[src/rtl/decode_stage_if.sv]
// Handshake bundle for the decode stage: fetch-side instruction input and the
// decoded-record output toward execute.
interface decode_stage_if #(
    parameter int unsigned PC_WIDTH   = 32,
    parameter int unsigned DATA_WIDTH = 32
);
    logic                  flush;
    logic                  in_valid;
    logic                  in_ready;
    logic [31:0]           in_insn;
    logic [PC_WIDTH-1:0]   in_pc;
    logic                  out_valid;
    logic                  out_ready;
    logic [PC_WIDTH-1:0]   out_pc;
    logic [4:0]            out_rs;
    logic [4:0]            out_rt;
    logic [4:0]            out_dst;
    logic [DATA_WIDTH-1:0] out_imm;
    logic [3:0]            out_alu_code;
    logic [1:0]            out_br_code;
    logic [5:0]            out_flags;
    logic                  out_illegal;
    logic [31:0]           stall_count;

    modport master (
        output flush, in_valid, in_insn, in_pc, out_ready,
        input  in_ready, out_valid, out_pc, out_rs, out_rt, out_dst, out_imm,
               out_alu_code, out_br_code, out_flags, out_illegal, stall_count
    );

    modport slave (
        input  flush, in_valid, in_insn, in_pc, out_ready,
        output in_ready, out_valid, out_pc, out_rs, out_rt, out_dst, out_imm,
               out_alu_code, out_br_code, out_flags, out_illegal, stall_count
    );
endinterface

[src/rtl/decode_stage.sv]
// MIPS-subset decode stage: decodes one instruction per accept into a small
// record FIFO, with a load-use interlock that holds back dependent instructions.
module decode_stage #(
    parameter int unsigned PC_WIDTH       = 32,
    parameter int unsigned DATA_WIDTH     = 32,
    parameter int unsigned DEPTH          = 2,
    parameter int unsigned LOAD_USE_STALL = 1
) (
    input logic           clk,
    input logic           rst,
    decode_stage_if.slave bus
);
    localparam logic [5:0] OpAlu  = 6'h00;
    localparam logic [5:0] OpLd   = 6'h23;
    localparam logic [5:0] OpSt   = 6'h2B;
    localparam logic [5:0] OpAddi = 6'h08;
    localparam logic [5:0] OpAndi = 6'h0C;
    localparam logic [5:0] OpOri  = 6'h0D;
    localparam logic [5:0] OpBeq  = 6'h04;
    localparam logic [5:0] OpBne  = 6'h05;

    localparam logic [5:0] FnAdd = 6'h20;
    localparam logic [5:0] FnSub = 6'h22;
    localparam logic [5:0] FnAnd = 6'h24;
    localparam logic [5:0] FnOr  = 6'h25;
    localparam logic [5:0] FnSlt = 6'h2A;
    localparam logic [5:0] FnSll = 6'h00;
    localparam logic [5:0] FnSrl = 6'h02;

    localparam logic [3:0] ALU_CODE_ADD = 4'd0;
    localparam logic [3:0] ALU_CODE_SUB = 4'd1;
    localparam logic [3:0] ALU_CODE_AND = 4'd2;
    localparam logic [3:0] ALU_CODE_OR  = 4'd3;
    localparam logic [3:0] ALU_CODE_SLT = 4'd4;
    localparam logic [3:0] ALU_CODE_SLL = 4'd5;
    localparam logic [3:0] ALU_CODE_SRL = 4'd6;

    localparam logic [1:0] BR_CODE_UNTAKEN = 2'd0;
    localparam logic [1:0] BR_CODE_EQ      = 2'd1;
    localparam logic [1:0] BR_CODE_NE      = 2'd2;

    localparam int unsigned PtrW = (DEPTH > 1) ? $clog2(DEPTH) : 1;
    localparam int unsigned CntW = $clog2(DEPTH + 1);
    localparam int unsigned LdW  = (LOAD_USE_STALL > 0) ? $clog2(LOAD_USE_STALL + 1) : 1;

    // flags = {isLoad, isStore, isSrcA_Rt, rfWrEnable, isALUInConstant, pcWrEnable}
    typedef struct packed {
        logic [PC_WIDTH-1:0]   pc;
        logic [4:0]            rs;
        logic [4:0]            rt;
        logic [4:0]            dst;
        logic [DATA_WIDTH-1:0] imm;
        logic [3:0]            alu;
        logic [1:0]            br;
        logic [5:0]            flags;
        logic                  illegal;
    } rec_t;

    function automatic logic [PtrW-1:0] next_ptr(logic [PtrW-1:0] p);
        return (p == PtrW'(DEPTH - 1)) ? '0 : p + PtrW'(1);
    endfunction

    rec_t                  rec;
    logic                  rd_rs, rd_rt;
    logic [DATA_WIDTH-1:0] imm_sext, imm_zext;
    logic [5:0]            op, funct;

    always_comb begin
        op       = bus.in_insn[31:26];
        funct    = bus.in_insn[5:0];
        imm_sext = DATA_WIDTH'($signed(bus.in_insn[15:0]));
        imm_zext = DATA_WIDTH'(bus.in_insn[15:0]);
        rec      = '0;
        rec.pc   = bus.in_pc;
        rec.rs   = bus.in_insn[25:21];
        rec.rt   = bus.in_insn[20:16];
        rec.alu  = ALU_CODE_ADD;
        rec.br   = BR_CODE_UNTAKEN;
        rd_rs    = 1'b0;
        rd_rt    = 1'b0;
        unique case (op)
            OpAlu: begin
                rec.dst   = bus.in_insn[15:11];
                rec.flags = 6'b000100;
                rd_rs     = 1'b1;
                rd_rt     = 1'b1;
                unique case (funct)
                    FnAdd: rec.alu = ALU_CODE_ADD;
                    FnSub: rec.alu = ALU_CODE_SUB;
                    FnAnd: rec.alu = ALU_CODE_AND;
                    FnOr:  rec.alu = ALU_CODE_OR;
                    FnSlt: rec.alu = ALU_CODE_SLT;
                    FnSll, FnSrl: begin
                        // Shifts take rt as operand A and shamt as the constant.
                        rec.alu   = (funct == FnSll) ? ALU_CODE_SLL : ALU_CODE_SRL;
                        rec.flags = 6'b001110;
                        rec.imm   = DATA_WIDTH'(bus.in_insn[10:6]);
                        rd_rs     = 1'b0;
                    end
                    default: begin
                        rec.dst     = '0;
                        rec.flags   = '0;
                        rec.illegal = 1'b1;
                        rd_rs       = 1'b0;
                        rd_rt       = 1'b0;
                    end
                endcase
            end
            OpLd: begin
                rec.dst   = rec.rt;
                rec.flags = 6'b100110;
                rec.imm   = imm_sext;
                rd_rs     = 1'b1;
            end
            OpSt: begin
                rec.flags = 6'b010010;
                rec.imm   = imm_sext;
                rd_rs     = 1'b1;
                rd_rt     = 1'b1;
            end
            OpAddi, OpAndi, OpOri: begin
                rec.dst   = rec.rt;
                rec.flags = 6'b000110;
                rec.imm   = (op == OpAddi) ? imm_sext : imm_zext;
                rec.alu   = (op == OpAddi) ? ALU_CODE_ADD :
                            (op == OpAndi) ? ALU_CODE_AND : ALU_CODE_OR;
                rd_rs     = 1'b1;
            end
            OpBeq, OpBne: begin
                rec.flags = 6'b000001;
                rec.imm   = imm_sext;
                rec.alu   = ALU_CODE_SUB;
                rec.br    = (op == OpBeq) ? BR_CODE_EQ : BR_CODE_NE;
                rd_rs     = 1'b1;
                rd_rt     = 1'b1;
            end
            default: rec.illegal = 1'b1;
        endcase
    end

    rec_t            mem_q [DEPTH];
    logic [PtrW-1:0] wr_ptr_q, wr_ptr_d, rd_ptr_q, rd_ptr_d;
    logic [CntW-1:0] count_q, count_d;
    logic [LdW-1:0]  ld_cnt_q, ld_cnt_d;
    logic [4:0]      ld_dst_q, ld_dst_d;
    logic [31:0]     stall_q, stall_d;
    logic            full, interlock, push, pop;
    rec_t            head;

    assign full      = (count_q == CntW'(DEPTH));
    assign interlock = (ld_cnt_q != '0) && bus.in_valid &&
                       ((rd_rs && (rec.rs == ld_dst_q)) || (rd_rt && (rec.rt == ld_dst_q)));
    assign bus.in_ready  = !full && !bus.flush && !interlock;
    assign bus.out_valid = (count_q != '0);
    assign push = bus.in_valid && bus.in_ready;
    assign pop  = bus.out_valid && bus.out_ready && !bus.flush;

    always_comb begin
        wr_ptr_d = wr_ptr_q;
        rd_ptr_d = rd_ptr_q;
        count_d  = count_q;
        ld_cnt_d = ld_cnt_q;
        ld_dst_d = ld_dst_q;
        stall_d  = (interlock && (stall_q != '1)) ? stall_q + 32'd1 : stall_q;
        if (bus.flush) begin
            wr_ptr_d = '0;
            rd_ptr_d = '0;
            count_d  = '0;
            ld_cnt_d = '0;
        end else begin
            if (push) wr_ptr_d = next_ptr(wr_ptr_q);
            if (pop)  rd_ptr_d = next_ptr(rd_ptr_q);
            if (push && !pop) begin
                count_d = count_q + CntW'(1);
            end else if (!push && pop) begin
                count_d = count_q - CntW'(1);
            end
            // A newer load restarts the window even if an older one is still counting.
            if (push && rec.flags[5] && (rec.rt != 5'd0)) begin
                ld_cnt_d = LdW'(LOAD_USE_STALL);
                ld_dst_d = rec.rt;
            end else if (ld_cnt_q != '0) begin
                ld_cnt_d = ld_cnt_q - LdW'(1);
            end
        end
    end

    always_ff @(posedge clk) begin
        if (!rst) begin
            wr_ptr_q <= '0;
            rd_ptr_q <= '0;
            count_q  <= '0;
            ld_cnt_q <= '0;
            ld_dst_q <= '0;
            stall_q  <= '0;
        end else begin
            wr_ptr_q <= wr_ptr_d;
            rd_ptr_q <= rd_ptr_d;
            count_q  <= count_d;
            ld_cnt_q <= ld_cnt_d;
            ld_dst_q <= ld_dst_d;
            stall_q  <= stall_d;
        end
    end

    always_ff @(posedge clk) begin
        if (push) mem_q[wr_ptr_q] <= rec;
    end

    assign head             = mem_q[rd_ptr_q];
    assign bus.out_pc       = head.pc;
    assign bus.out_rs       = head.rs;
    assign bus.out_rt       = head.rt;
    assign bus.out_dst      = head.dst;
    assign bus.out_imm      = head.imm;
    assign bus.out_alu_code = head.alu;
    assign bus.out_br_code  = head.br;
    assign bus.out_flags    = bus.out_valid ? head.flags : 6'b0;
    assign bus.out_illegal  = bus.out_valid && head.illegal;
    assign bus.stall_count  = stall_q;
endmodule

[src/flat_wrapper.sv]
// flat-port wrapper written by rule: the top's interface ports become plain ports
module decode_stage_flat 
#(
    parameter int unsigned PC_WIDTH       = 32,
    parameter int unsigned DATA_WIDTH     = 32,
    parameter int unsigned DEPTH          = 2,
    parameter int unsigned LOAD_USE_STALL = 1
)
  (clk, rst, bus_flush, bus_in_valid, bus_in_insn, bus_in_pc, bus_out_ready, bus_in_ready, bus_out_valid, bus_out_pc, bus_out_rs, bus_out_rt, bus_out_dst, bus_out_imm, bus_out_alu_code, bus_out_br_code, bus_out_flags, bus_out_illegal, bus_stall_count);
  decode_stage_if #(.PC_WIDTH(PC_WIDTH), .DATA_WIDTH(DATA_WIDTH)) bus_i ();
  input logic clk;
  input logic rst;
  input wire logic [$bits(bus_i.flush)-1:0] bus_flush;
  input wire logic [$bits(bus_i.in_valid)-1:0] bus_in_valid;
  input wire logic [$bits(bus_i.in_insn)-1:0] bus_in_insn;
  input wire logic [$bits(bus_i.in_pc)-1:0] bus_in_pc;
  input wire logic [$bits(bus_i.out_ready)-1:0] bus_out_ready;
  output wire logic [$bits(bus_i.in_ready)-1:0] bus_in_ready;
  output wire logic [$bits(bus_i.out_valid)-1:0] bus_out_valid;
  output wire logic [$bits(bus_i.out_pc)-1:0] bus_out_pc;
  output wire logic [$bits(bus_i.out_rs)-1:0] bus_out_rs;
  output wire logic [$bits(bus_i.out_rt)-1:0] bus_out_rt;
  output wire logic [$bits(bus_i.out_dst)-1:0] bus_out_dst;
  output wire logic [$bits(bus_i.out_imm)-1:0] bus_out_imm;
  output wire logic [$bits(bus_i.out_alu_code)-1:0] bus_out_alu_code;
  output wire logic [$bits(bus_i.out_br_code)-1:0] bus_out_br_code;
  output wire logic [$bits(bus_i.out_flags)-1:0] bus_out_flags;
  output wire logic [$bits(bus_i.out_illegal)-1:0] bus_out_illegal;
  output wire logic [$bits(bus_i.stall_count)-1:0] bus_stall_count;
  assign bus_i.flush = bus_flush;
  assign bus_i.in_valid = bus_in_valid;
  assign bus_i.in_insn = bus_in_insn;
  assign bus_i.in_pc = bus_in_pc;
  assign bus_i.out_ready = bus_out_ready;
  assign bus_in_ready = bus_i.in_ready;
  assign bus_out_valid = bus_i.out_valid;
  assign bus_out_pc = bus_i.out_pc;
  assign bus_out_rs = bus_i.out_rs;
  assign bus_out_rt = bus_i.out_rt;
  assign bus_out_dst = bus_i.out_dst;
  assign bus_out_imm = bus_i.out_imm;
  assign bus_out_alu_code = bus_i.out_alu_code;
  assign bus_out_br_code = bus_i.out_br_code;
  assign bus_out_flags = bus_i.out_flags;
  assign bus_out_illegal = bus_i.out_illegal;
  assign bus_stall_count = bus_i.stall_count;
  decode_stage #(.PC_WIDTH(PC_WIDTH), .DATA_WIDTH(DATA_WIDTH), .DEPTH(DEPTH), .LOAD_USE_STALL(LOAD_USE_STALL)) u_core (.clk(clk), .rst(rst), .bus(bus_i));
endmodule
[config.mk]
export PLATFORM = sky130hd
export DESIGN_NAME = decode_stage_flat
export DESIGN_NICKNAME = d
export VERILOG_FILES = /design/src/rtl/decode_stage_if.sv /design/src/rtl/decode_stage.sv /design/src/flat_wrapper.sv
export SDC_FILE = /design/constraint.sdc
export NUM_CORES = 1
export LEC_CHECK = 0
export CAP_MARGIN = 10
export CELL_PAD_IN_SITES_DETAIL_PLACEMENT = 2
export CELL_PAD_IN_SITES_GLOBAL_PLACEMENT = 2
export CORE_ASPECT_RATIO = 1.4
export CORE_MARGIN = 3
export CORE_UTILIZATION = 30
export CTS_BUF_LIST = sky130_fd_sc_hd__clkbuf_16
export DETAILED_ROUTE_END_ITERATION = 16
export PLACE_DENSITY = 0.77
export SETUP_SLACK_MARGIN = 0.5
export SLEW_MARGIN = 20
export SYNTH_ARGS = -nofsm -noshare
export SYNTH_HDL_FRONTEND = slang
export SYNTH_SLANG_ARGS = --single-unit
export TNS_END_PERCENT = 1
[constraint.sdc]
create_clock -name clk -period 6.8 [get_ports clk]
set_input_delay 2.04 -clock clk [delete_from_list [all_inputs] [get_ports clk]]
set_output_delay 2.04 -clock clk [all_outputs]
set_load 0.05 [all_outputs]
== Yosys cells after proc, flatten, opt, wreduce, memory -nomap -nowiden ==
Memory sizes are Yosys's and may differ from the RTL's. A register that Yosys moved wholly into a read port is not among the register bits.
Index checks and enable logic that the tools add are counted.

* Register bits: 42
* Bits in writable memories: 184
* Input bits: 69
* Output and inout bits: 126
* Word-level logic and storage cells: 100
* Memories: 1

* Add/sub/neg operators: 6
* Eq/ne operators: 17
* Multiplexer cells: 31
* Bitwise operators: 2
* Reduce and logical (&&, ||, !) cells: 37

{| class="wikitable"
|+ Memories
! name !! words !! width !! read ports !! clocked after memory_dff !! write ports !! RTL line !! text
|-
| u_core.mem_q || 2 || 92 || 1 || 1 || 1 || decode_stage.sv:141 || <nowiki>rec_t mem_q [DEPTH];</nowiki>
|}

{| class="wikitable"
|+ Operators with widths
! cell !! count
|-
| one-hot mux 32 bit (3 select lines) || 1
|-
| equality test 6 bit (second input constant) || 7
|-
| adder 32 x 1 -> 32 bit (second input constant) || 1
|-
| two-way mux 32 bit || 1
|-
| != test 32 bit (second input constant) || 1
|-
| one-hot mux 6 bit (5 select lines) || 1
|-
| one-hot mux 4 bit (5 select lines) || 1
|-
| equality test 6 x 4 -> 1 bit (second input constant) || 3
|-
| logical AND 1 bit || 15
|-
| OR reduction 7 bit || 2
|-
| equality test 6 x 3 -> 1 bit (second input constant) || 2
|-
| logical NOT 6 bit || 2
|-
| two-way mux 1 bit || 12
|-
| one-hot mux 4 bit (3 select lines) || 1
|-
| equality test 5 bit || 2
|-
| two-way mux 2 bit || 5
|-
| two-way mux 5 bit || 2
|-
| one-hot mux 5 bit (2 select lines) || 1
|-
| one-hot mux 4 bit (2 select lines) || 1
|-
| OR reduction 4 bit || 2
|-
| equality test 6 x 2 -> 1 bit (second input constant) || 1
|-
| two-way mux 6 bit || 1
|-
| one-hot mux 1 bit (2 select lines) || 3
|-
| OR reduction 2 bit || 3
|-
| other kinds (14) || 22
|}

== Longest topological paths before layout ==
* Depth after elaboration: 14
* Depth in mapped cells: 13
* Gate-level depth less buffers: 11

== Least setup slack after synthesis ==
OpenSTA, ideal clock, no wires.

* Path kind: in2reg
* Start: input port bus_in_insn[30]
* End: memory u_core.mem_q[0][0] (netlist name) (enable)
* Library setup time: 511 ps
* Arrival time: 6667 ps
* Required time: 6289 ps
* Slack: -378 ps
* Stages on the path: 9
* Buffers on the path: 2
* Cell sequence: clkbuf_1 -> or3_1 -> or2_1 -> buf_6 -> a2111oi_4 -> o21ai_1 -> nand2_1 -> or3_1 -> nor2_1

* Longest elaborated chain between the ends: 11
* Elaborated cells on any way between the ends: 21
* Those cells by class: 7 x eq/ne; 4 x mux; 10 x reduce/logical

{| class="wikitable"
|+ RTL lines
! element !! RTL line !! text
|-
| from (decl) || flat_wrapper.sv:15 || <nowiki>input wire logic [$bits(bus_i.in_insn)-1:0] bus_in_insn;</nowiki>
|-
| equality test 6 bit, or another cell as far along || decode_stage.sv:81 || <nowiki>unique case (op)</nowiki>
|-
| OR reduction 7 bit (no source line) / OR reduction 3 bit (equally long branches) || n/a ||
|-
| one-hot mux 1 bit (2 select lines) || decode_stage.sv:81 ||
|-
| logical AND 1 bit || decode_stage.sv:152 || <nowiki>((rd_rs && (rec.rs == ld_dst_q)) || (rd_rt && (rec.rt == ld_dst_q)));</nowiki>
|-
| logical OR 1 bit * || decode_stage.sv:152 ||
|-
| logical AND 1 bit * || decode_stage.sv:151 || <nowiki>assign interlock = (ld_cnt_q != '0) && bus.in_valid &&</nowiki>
|-
| logical NOT 1 bit * || decode_stage.sv:153 || <nowiki>assign bus.in_ready = !full && !bus.flush && !interlock;</nowiki>
|-
| logical AND 1 bit * || decode_stage.sv:153 ||
|-
| logical AND 1 bit * || decode_stage.sv:155 || <nowiki>assign push = bus.in_valid && bus.in_ready;</nowiki>
|-
| two-way mux 1 bit * || decode_stage.sv:207 || <nowiki>if (push) mem_q[wr_ptr_q] <= rec;</nowiki>
|-
| two-way mux 1 bit (not written as such) * || decode_stage.sv:207 ||
|-
| to (decl) || decode_stage.sv:141 ||
|}

Mark *: on every way between the ends. The rest lies on a longest branch, timed or not.

== Worst setup path after layout ==
* Start: input port bus_in_insn[27]
* End: output port bus_in_ready

* Longest elaborated chain between the ends: 8
* Elaborated cells on any way between the ends: 18
* Those cells by class: 7 x eq/ne; 2 x mux; 9 x reduce/logical

{| class="wikitable"
|+ RTL lines
! element !! RTL line !! text
|-
| equality test 6 bit, or another cell as far along || decode_stage.sv:81 ||
|-
| OR reduction 7 bit (no source line) / OR reduction 3 bit (equally long branches) || n/a ||
|-
| one-hot mux 1 bit (2 select lines) || decode_stage.sv:81 ||
|-
| logical AND 1 bit || decode_stage.sv:152 ||
|-
| logical OR 1 bit * || decode_stage.sv:152 ||
|-
| logical AND 1 bit * || decode_stage.sv:151 ||
|-
| logical NOT 1 bit * || decode_stage.sv:153 ||
|-
| logical AND 1 bit * || decode_stage.sv:153 ||
|-
| to (decl) || flat_wrapper.sv:18 || <nowiki>output wire logic [$bits(bus_i.in_ready)-1:0] bus_in_ready;</nowiki>
|}

Marks and branches as above.

==> impl_metrics.toml <==
[floorplanning]
rows = 71
die_area_sq_um = 30130
core_area_sq_um = 27270
initial_utilization_pct = 30.86
dieWidth_um = 147.6
io_pins = 195
die_h_um = 204.2

[pwr]
peakVddDrop_mv = 0.1696
clkPwrFrac_pct = 37.6
p_leak_nw = 3.694
p_comb_share_pct = 11.4
power_w = 0.002596
intPower_w = 0.001933
p_sw_w = 0.0006636
p_sw_share_pct = 25.56
power.density_nw_per_um2 = 229.9
seq_power_share_pct = 50.9

[yosys]
yosysTopAreaCell = "edfxtp_1"
synth-edff-count = 152
yosys_warnings = 0
synth.avg_cell_area_sq_um = 13.53
synth_top_area_share_pct = 54.23
synthFlopType = "edfxtp_1"
syn-cell-area_sq_um = 8417
syn_inst = 622
synth_seq_cells = 195
netlist_top_cells_area = "edfxtp_1 (54%), dfxtp_1 (10%), mux2_2 (9.2%)"
synth.distinct_cells = 53
syn-num-nets = 693
ys_seq_area_share_pct = 64.46
synthArstFlopShare_pct = 0

[cells_and_area]
final_area_sq_um = 11290
nFillCells = 2774
areaGrowthSynthToFinish_pct = 34.16
num-nets-final = 879
drive_gt1_share_pct = 15.12
seq_area_sq_um = 5429
finalNonFillerCells = 1185
n_antenna_cell = 0
multiInputGateArea_sq_um = 2756

[route]
first_iter_violations = 244
routedWlPerCell_um = 21.22
detail_route.drc_violations = 0
viasPerCell = 4.834
vias = 5728
drt-pass1-iter-count = 4
totalWireLength_um = 25140
drtAntennaViolNets = 0

[outcome]
status = "complete, no violations"

[timing]
finalSetupTns_ps = 0
min_period_ps = 6127
setup_violations = 0
hold_viol_final = 0
max-slew-margin-rel_pct = 40.33
post-route-period-util_pct = 90.10
drv_slew = 0
fin_skew_ps = 11.89
worst_pin_slew_ps = 886.9
rsz0062_at_grt = "false"
setup_ws_ps = 673.0
fmax_mhz = 163.2

[global_route]
grt_pass1_wl_um = 38870
grt_util_all_layers_pct = 16.87
grt_pass1_vias = 6451
antenna_found_initial = 0
grt_start_max_net_pins = 55
grt-ovfl-total = 0

[place]
routabilityCongestion = 0.7578
numPortBuffers = 193
dp_cells = 1154
hpwlAfterDp_um = 18300
dpl_cell_area_sq_um = 10730
place_ws_ps = 338.6

[worst_setup_path]
r2r_setup_slack_ps = 3530
cp_data_required_time_ps = 4760
critPathArrivalTime_ps = 4090
worst_setup_path_end_kind = "primary output"
slowest_delay_ps = 480
worst-path-buf-inv = 2
reg2regPathDepth = 10
worstPathMaxFanout = 7
r2r_start = "u_core.ld_dst_q[1]"
worstSetupPathType = "in -> out"
cp-start-kind = "input port"
crit_chain = "clkdlybuf4s50_1, or3_1, or2_4, a2111oi_4, o21ai_1, nand2_1, nor3_2, buf_12"
crit_family = "simple AND/OR/NAND/NOR gates"
r2r-end = "u_core.mem_q[1][69]"
crit_slowest_cell = "or3_1"

[clock_network]
clk_pin_slew_worst_paths_ps = 70
cts_buffer_depth = 2
cts_tree = "yes"
post_cts_resized = 4
cts_root_buf = "clkbuf_16"
post-cts-setup-buffers = 0
htreeDepth = 4
clk-insertion-delay-late_ps = 440
cts_sinks = 195
cts_buffers = 17
cts_hold_buf = 0

[hold_path]
hold-path-endpoint = "u_core.bus.stall_count[30]"
min_path_type = "reg -> reg"
holdPathStages = 2
min-delay-start = "u_core.bus.stall_count[30]"

[flow_run]
max_cap_viol_count = 0
layout by cell type, fill, tap and decap left out, types with 3 or more instances in the layout:
cell / netlist / routed
or3_1: 3 / 3
dlygate4sd2_1: 0 / 3
nor4_1: 3 / 3
nand3_1: 16 / 16
and3_1: 6 / 6
mux2i_1: 21 / 21
buf_12: 0 / 3
nand2b_1: 13 / 13
nor3_1: 13 / 10
nor2_1: 43 / 42
nor3_2: 0 / 3
clkinv_4: 0 / 3
or2_2: 4 / 4
a211oi_1: 9 / 9
o21ai_0: 9 / 9
nand4_1: 10 / 10
a22o_1: 10 / 10
clkbuf_16: 0 / 17
a2111oi_0: 9 / 9
buf_4: 16 / 8
nor2b_1: 4 / 4
and2_1: 14 / 13
clkdlybuf4s50_1: 0 / 188
inv_1: 16 / 18
clkinvlp_4: 0 / 3
or4_1: 5 / 5
mux2_2: 69 / 69
o22ai_1: 3 / 3
edfxtp_1: 152 / 152
dfxtp_1: 43 / 42
nand4b_1: 3 / 3
a21oi_1: 12 / 12
xor2_1: 14 / 14
nand2_1: 39 / 39
xnor2_1: 17 / 17
synthesized netlist by cell type, types with 3 or more instances:
master	number
a2111oi_0	9
a211oi_1	9
a21oi_1	12
a22o_1	10
and2_1	14
and3_1	6
buf_1	3
buf_4	16
clkbuf_1	16
dfxtp_1	43
edfxtp_1	152
inv_1	16
mux2_2	69
mux2i_1	21
nand2_1	39
nand2b_1	13
nand3_1	16
nand4_1	10
nand4b_1	3
nor2_1	43
nor2b_1	4
nor3_1	13
nor4_1	3
o21ai_0	9
o22ai_1	3
or2_2	4
or3_1	3
or4_1	5
xnor2_1	17
xor2_1	14
worst min-delay path, stage by stage (launching register included):
cell,delay (ps)
dfxtp_1,330
nand2_1,60
mux2i_1,60
flip-flops by register name, indices dropped and copies added (netlist names), named ones only:
| name | cells |
|---|---|
| u_core.mem_q | 152 |
| u_core.bus.stall_count | 32 |
| u_core.ld_dst_q | 5 |
| u_core.count_q | 2 |
| u_core.ld_cnt_q | 1 |
| u_core.rd_ptr_q | 1 |
| u_core.wr_ptr_q | 1 |
metal layers:
metal	track usage (%)	part of all wire (%)
met2	31.86	55
met4	5.030	1.6
met3	4.148	4.7
met1	18.52	39
met5	0	0
power groups by stage:
stage / clock (W) / combinational [W] / sequential (W)
6_report: 0.000977 / 0.000297 / 0.00132
5_1_grt: 0.00105 / 0.000314 / 0.00133
4_1_cts: 0.00101 / 0.000302 / 0.00132
3_5_place_dp: 0 / 0.000301 / 0.00135
3_3_place_gp: 0 / 0.000293 / 0.00135
2_1_floorplan: 0 / 0.000172 / 0.00135
cell families (layout without fill, tap and decap cells):
logic type | Yosys count | count (layout) | synth area share [%]
adder cells (fa/ha/maj) | 2 | 2 | 0.2973
multiplexers | 90 | 90 | 11.73
flip-flops | 195 | 195 | 64.46
AND/OR/NAND/NOR | 182 | 182 | 10.97
AO/OA/AOI/OAI | 69 | 69 | 6.154
XOR/XNOR | 31 | 31 | 3.226
buffers and inverters | 52 | 250 | 3.122
other | 1 | 1 | 0.04455
final cells by class:
cell class / instances / area share, %
Sequential cell: 195 / 48.08
Tap cell: 365 / 4.044
Clock inverter: 14 / 1.163
Timing Repair Buffer: 203 / 18.01
Clock buffer: 17 / 3.767
Inverter: 16 / 0.5319
Multi-Input combinational cell: 375 / 24.41
through the flow:
step	hold slack, ps	util [%]
after floorplan	466.9	-
after global placement	482.0	39.33
after detailed placement	489.0	39.33
after CTS	501.7	41.37
after global routing	535.8	41.40
final	492.0	41.40
worst max path at each step:
stage / from / to / slack (ps) / cells past startpoint
CTS: bus_in_insn[1] / bus_in_ready / 590 / 8
global route: bus_in_insn[27] / bus_in_ready / 520 / 8
finish: bus_in_insn[27] / bus_in_ready / 670 / 8
detailed placement: bus_in_insn[26] / bus_in_ready / 340 / 8
global placement: bus_in_insn[26] / bus_in_ready / 430 / 8
floorplan: bus_in_insn[30] / bus_in_ready / 610 / 8
No activity file was read; power rests on OpenSTA's default activity.
